**src/rtl/data_mem_ctrl.sv**
```systemverilog
// data_mem_ctrl: byte-addressed 32-bit data memory behind a valid/ready
// request/response handshake with configurable access latency, MIPS-style
// sub-word loads/stores and misalignment detection.
// Optional feature macro: MEM_STATS_EN (adds rd_count/wr_count statistics).
module data_mem_ctrl #(
  parameter int ADDR_W  = 8,
  parameter int LATENCY = 1,
  parameter int CNT_W   = 16
) (
  input  logic              clk,
  input  logic              rst_n,
  input  logic              req_valid,
  output logic              req_ready,
  input  logic              req_we,
  input  logic [ADDR_W-1:0] req_addr,
  input  logic [1:0]        req_size,
  input  logic              req_signed,
  input  logic [31:0]       req_wdata,
  output logic              resp_valid,
  input  logic              resp_ready,
  output logic [31:0]       resp_rdata,
  output logic              resp_err
`ifdef MEM_STATS_EN
  ,
  output logic [CNT_W-1:0]  rd_count,
  output logic [CNT_W-1:0]  wr_count
`endif
);

  localparam int DEPTH = 2 ** (ADDR_W - 2);

  // Reject parameter values the countdown and counters cannot represent.
  if (LATENCY < 1 || LATENCY > 15) begin : g_bad_latency
    $error("data_mem_ctrl: LATENCY must be 1..15");
  end
  if (CNT_W < 1) begin : g_bad_cnt_w
    $error("data_mem_ctrl: CNT_W must be at least 1");
  end

  typedef enum logic [1:0] {
    IDLE,
    WAIT,
    RESP
  } state_t;

  state_t              state_q;
  logic [3:0]          cnt_q;
  logic                we_q;
  logic [ADDR_W-1:0]   addr_q;
  logic [1:0]          size_q;
  logic                signed_q;
  logic [31:0]         wdata_q;
  logic                resp_valid_q;
  logic [31:0]         rdata_q;
  logic                err_q;

  logic [31:0]         mem_q [DEPTH];

  logic [ADDR_W-3:0]   word_idx;
  logic [31:0]         word_rd;
  logic [7:0]          lane_byte;
  logic [15:0]         lane_half;
  logic                acc_err;
  logic                commit;
  logic [31:0]         load_d;
  logic [31:0]         store_d;

  assign req_ready  = (state_q == IDLE);
  assign resp_valid = resp_valid_q;
  assign resp_rdata = rdata_q;
  assign resp_err   = err_q;

  assign word_idx  = addr_q[ADDR_W-1:2];
  assign word_rd   = mem_q[word_idx];
  assign lane_byte = word_rd[{addr_q[1:0], 3'b000} +: 8];
  assign lane_half = addr_q[1] ? word_rd[31:16] : word_rd[15:0];

  // Illegal size, or a half/word that is not naturally aligned.
  assign acc_err = (size_q == 2'b11) ||
                   (size_q == 2'b01 && addr_q[0]) ||
                   (size_q == 2'b10 && addr_q[1:0] != 2'b00);

  // The last WAIT cycle is where stores write and loads sample the array.
  assign commit = (state_q == WAIT) && (cnt_q == 4'd0);

  // Select the addressed lane(s) and zero- or sign-extend for sub-word loads.
  always_comb begin
    load_d = word_rd;
    case (size_q)
      2'b00:   load_d = signed_q ? {{24{lane_byte[7]}}, lane_byte} : {24'd0, lane_byte};
      2'b01:   load_d = signed_q ? {{16{lane_half[15]}}, lane_half} : {16'd0, lane_half};
      default: load_d = word_rd;
    endcase
  end

  // Merge store data into the current word so untouched lanes keep their value.
  always_comb begin
    store_d = word_rd;
    case (size_q)
      2'b00:   store_d[{addr_q[1:0], 3'b000} +: 8] = wdata_q[7:0];
      2'b01:   store_d[{addr_q[1], 4'b0000} +: 16] = wdata_q[15:0];
      default: store_d = wdata_q;
    endcase
  end

  // Storage array: written only at a good store's commit edge, never reset.
  always_ff @(posedge clk) begin
    if (commit && we_q && !acc_err) begin
      mem_q[word_idx] <= store_d;
    end
  end

  // Request/response FSM: accept in IDLE, count down in WAIT, hold in RESP.
  always_ff @(posedge clk or negedge rst_n) begin
    if (!rst_n) begin
      state_q      <= IDLE;
      cnt_q        <= 4'd0;
      we_q         <= 1'b0;
      addr_q       <= '0;
      size_q       <= 2'b00;
      signed_q     <= 1'b0;
      wdata_q      <= 32'd0;
      resp_valid_q <= 1'b0;
      rdata_q      <= 32'd0;
      err_q        <= 1'b0;
    end else begin
      case (state_q)
        IDLE: begin
          if (req_valid) begin
            we_q     <= req_we;
            addr_q   <= req_addr;
            size_q   <= req_size;
            signed_q <= req_signed;
            wdata_q  <= req_wdata;
            cnt_q    <= 4'(LATENCY - 1);
            state_q  <= WAIT;
          end
        end
        WAIT: begin
          if (cnt_q == 4'd0) begin
            state_q      <= RESP;
            resp_valid_q <= 1'b1;
            err_q        <= acc_err;
            rdata_q      <= (acc_err || we_q) ? 32'd0 : load_d;
          end else begin
            cnt_q <= cnt_q - 4'd1;
          end
        end
        RESP: begin
          if (resp_ready) begin
            resp_valid_q <= 1'b0;
            state_q      <= IDLE;
          end
        end
        default: state_q <= IDLE;
      endcase
    end
  end

`ifdef MEM_STATS_EN
  logic [CNT_W-1:0] rd_count_q;
  logic [CNT_W-1:0] wr_count_q;

  assign rd_count = rd_count_q;
  assign wr_count = wr_count_q;

  // Count good loads and stores at their commit edge; wraps naturally.
  always_ff @(posedge clk or negedge rst_n) begin
    if (!rst_n) begin
      rd_count_q <= '0;
      wr_count_q <= '0;
    end else if (commit && !acc_err) begin
      if (we_q) begin
        wr_count_q <= wr_count_q + CNT_W'(1);
      end else begin
        rd_count_q <= rd_count_q + CNT_W'(1);
      end
    end
  end
`endif

endmodule

```
**config.mk**
```make
export PLATFORM = sky130hd
export DESIGN_NAME = data_mem_ctrl
export DESIGN_NICKNAME = d
export VERILOG_FILES = /design/src/rtl/data_mem_ctrl.sv
export SDC_FILE = /design/constraint.sdc
export NUM_CORES = 2
export LEC_CHECK = 0
export ABC_AREA = 1
export CAP_MARGIN = 30
export CORE_ASPECT_RATIO = 1.1
export CORE_UTILIZATION = 55
export DETAILED_ROUTE_END_ITERATION = 10
export PLACE_DENSITY_LB_ADDON = 0.08
export SLEW_MARGIN = 40
export SYNTH_ARGS = -nofsm -noshare
export SYNTH_HDL_FRONTEND = slang
export SYNTH_SLANG_ARGS = --single-unit
```
**constraint.sdc**
```tcl
create_clock -name clk -period 11 [get_ports clk]
set_input_delay 1.1 -clock clk [delete_from_list [all_inputs] [get_ports clk]]
set_output_delay 1.1 -clock clk [all_outputs]
set_load 0.05 [all_outputs]
```
==> flow_metrics.tcl <==
set metrics [dict create \
    path_class "flip-flop to flip-flop" \
    clk_latency_ns 0.84 \
    critPathLaunch "addr_q[2]" \
    ys_seq_elements 2132 \
    avgSynthCellArea_um2 12.07 \
    max_cap_violations 0 \
    regArea_um2 63610 \
    fin_cells 9378 \
    drt-pass1-iter-count 8 \
    io_buffers 82 \
    syn-num-nets 7072 \
    final_common_cell "nand2_1" \
    layout_common_cells "nand2_1, edfxtp_1, inv_1" \
    root_buffer "clkbuf_16" \
    dp_hpwl_mm 145.5 \
    post_drt_wl_per_cell_um 28.38 \
    hold_class "input port to async pin" \
    fillCellCount 11920 \
    fin_crit_sh_pct 51.47 \
    vias_per_cell 5.938 \
    fin_area_um2 95110 \
    layout.nets 7212 \
    startpoint_type "flip-flop" \
    outcome "finished, final reports clean" \
    finalWirelength_mm 266.1 \
    synth_top_family_by_area "simple AND/OR/NAND/NOR gates" \
    whs_ns 0.3119 \
    vias 55690 \
    core_um2 152400 \
    path_max_fanout 98 \
    grt_pass1_wl_mm 376.3 \
    rsz0062_at_grt "no" \
    hold_viol_final 0 \
    ys_warn_count 0 \
    hold_buffers 0 \
    fmax_mhz 176.6 \
    place_area_um2 88700 \
    row_count 150 \
    drc 0 \
    antenna_found_initial 8 \
    grt.total_usage_pct 34.40 \
    grt_max_degree 145 \
    slew_viol_final 0 \
    finalSetupTns_ns 0 \
    pin_count 83 \
    p_per_area_nw_per_um2 311.9 \
    cts_sinks 2132 \
    cts_htree_levels 4 \
    yosysSeqAreaShare_pct 75.11 \
    postCtsSetupBuffers 0 \
    die_h_um 413.5 \
    fp.dieW_um 376.1 \
    max-vdd-ir-drop_v 0.0002847 \
    leakage_nw 34.87 \
    synthXorXnorAreaFrac_pct 0 \
    place_inst 8997 \
    drt_iter0_markers 6865 \
    dieArea_um2 155500 \
    cts_resized 0 \
    cp.required_ns 11.53 \
    syn-cell-area_um2 84680 \
    gp_congestion 0.9360 \
    synth_fa_ha_area_share_pct 0.1034 \
    rr_startpoint "addr_q[2]" \
    timing.final.crit_period_ns 5.661 \
    synthSimpleGateAreaFrac_pct 17.37 \
    grt_overflow 0 \
    ys_types 40 \
    synth_cells 7017 \
    clk_pin_slew_worst_paths_ns 0.06 \
    cts_tree "built" \
    syn2layout_area_growth_pct 12.32 \
    ant_nets 0 \
    drive_gt1_share_pct 8.234 \
    setup_viol_count_final 0 \
    multiInputGateArea_um2 19220 \
    cts_buffers 206 \
    cts.path.max_buffers 3 \
    grt_pass1_vias 53070 \
    tightest_slew_ns 0.9052 \
    skew_ns 0.03338 \
    arrival_ns 6.19 \
    synthMuxAreaShare_pct 0 \
    relSlewSlack_pct 39.51 \
    end_kind "flip-flop" \
    start_util_pct 55.56 \
    synth_compound_area_share_pct 4.377 \
]
-- Yosys cell counts, drive strengths merged --
cell	n	area, um^2
o22ai	10	62.56
a221oi	1	8.760
a32oi	2	17.52
a22o	1	8.760
o2111ai	3	26.28
a21oi	214	1071
clkinv	6	22.52
nor3	25	125.1
ha	7	87.58
edfxtp	2048	61500
clkbuf	91	341.6
nand4	186	1164
o211ai	23	172.7
o21a	4	30.03
and2	5	31.28
nand3	214	1081
nor2	294	1139
buf	247	1323
a31oi	1	6.260
nor3b	1	7.510
dfrtp	84	2102
nand3b	23	172.7
inv	236	890.9
nand2	2855	10740
o21ai	268	1341
or2	40	250.2
a22oi	128	960.9
-- power by group --
group | switching [mW] | internal, mW | leakage [nW] | total (mW)
registers | 0.209 | 11.9 | 19.7 | 12.1
logic | 8.74 | 2.08 | 12.1 | 10.8
clock network | 2.98 | 3.73 | 3.09 | 6.71
total | 11.9 | 17.7 | 34.9 | 29.7
-- flip-flops by register name (all words and copies together) (netlist names) --
| name | cells |
|---|---|
| addr_q | 8 |
| cnt_q | 4 |
| mem_q | 2048 |
| resp_err | 1 |
| resp_rdata | 32 |
| resp_valid | 1 |
| signed_q | 1 |
| size_q | 2 |
| state_q | 2 |
| wdata_q | 32 |
| we_q | 1 |
-- routing by layer --
metal,GRT usage (%),wire length (um),up-vias
met4,18.33,15100,2
li1,-,-,24590
met5,0,14,-
met3,5.235,22770,540
met2,55.60,125900,2809
met1,45.33,102300,27750
-- critical path, stage by stage, from the launching register on --
cell and delay, ns:
dfrtp_4 0.84, clkinv_8 0.55, buf_4 0.54, nand2_1 0.63, nor2_1 0.08, a21oi_1 0.15
nand4_1 0.10, nand2_1 0.08, nand2_1 0.18, nor2_1 0.46, and2_1 0.26, nand2_1 0.07
o211ai_1 0.11, nand3_2 0.67, buf_4 0.54
-- metrics by stage --
step	setup slack (ns)	util [%]	total power, mW
2_1_floorplan	5.862	-	18.00
3_3_place_gp	5.015	58.13	22.68
3_5_place_dp	5.184	58.21	22.87
4_1_cts	5.175	62.35	29.49
5_1_grt	5.100	62.41	30.62
6_report	5.339	62.41	29.66
-- cell families (layout without fill, tap and decap cells) --
group,Yosys count,count (layout)
simple gates,3643,3643
flops,2132,2132
compound gates,655,655
buf+inv,580,886
fa+ha+maj,7,7
other cells,0,3
-- path summary, 6_finish.rpt --
kind	cells after the start	slack [ns]	endpoint
worst max register to register	14	5.34	mem_q[0][14]
worst max-delay path	14	5.34	mem_q[0][14]
worst min register to register	2	0.48	resp_rdata[31]
min in group clk	2	0.48	resp_rdata[31]
worst min-delay path	1	0.31	cnt_q[2]
max in group asynchronous	2	9.55	wdata_q[27]
-- layout make-up --
class                   count  share of cell area [%]
clock inverters            94                  0.7354
diodes                      3                0.007893
well taps                2052                   2.699
repair buffers            270                   2.581
multi-input cells        4305                   20.21
clock buffers             280                   5.911
inverters                 242                  0.9735
flip-flops and latches   2132                   66.88
Power figures use the tool's default switching activity.
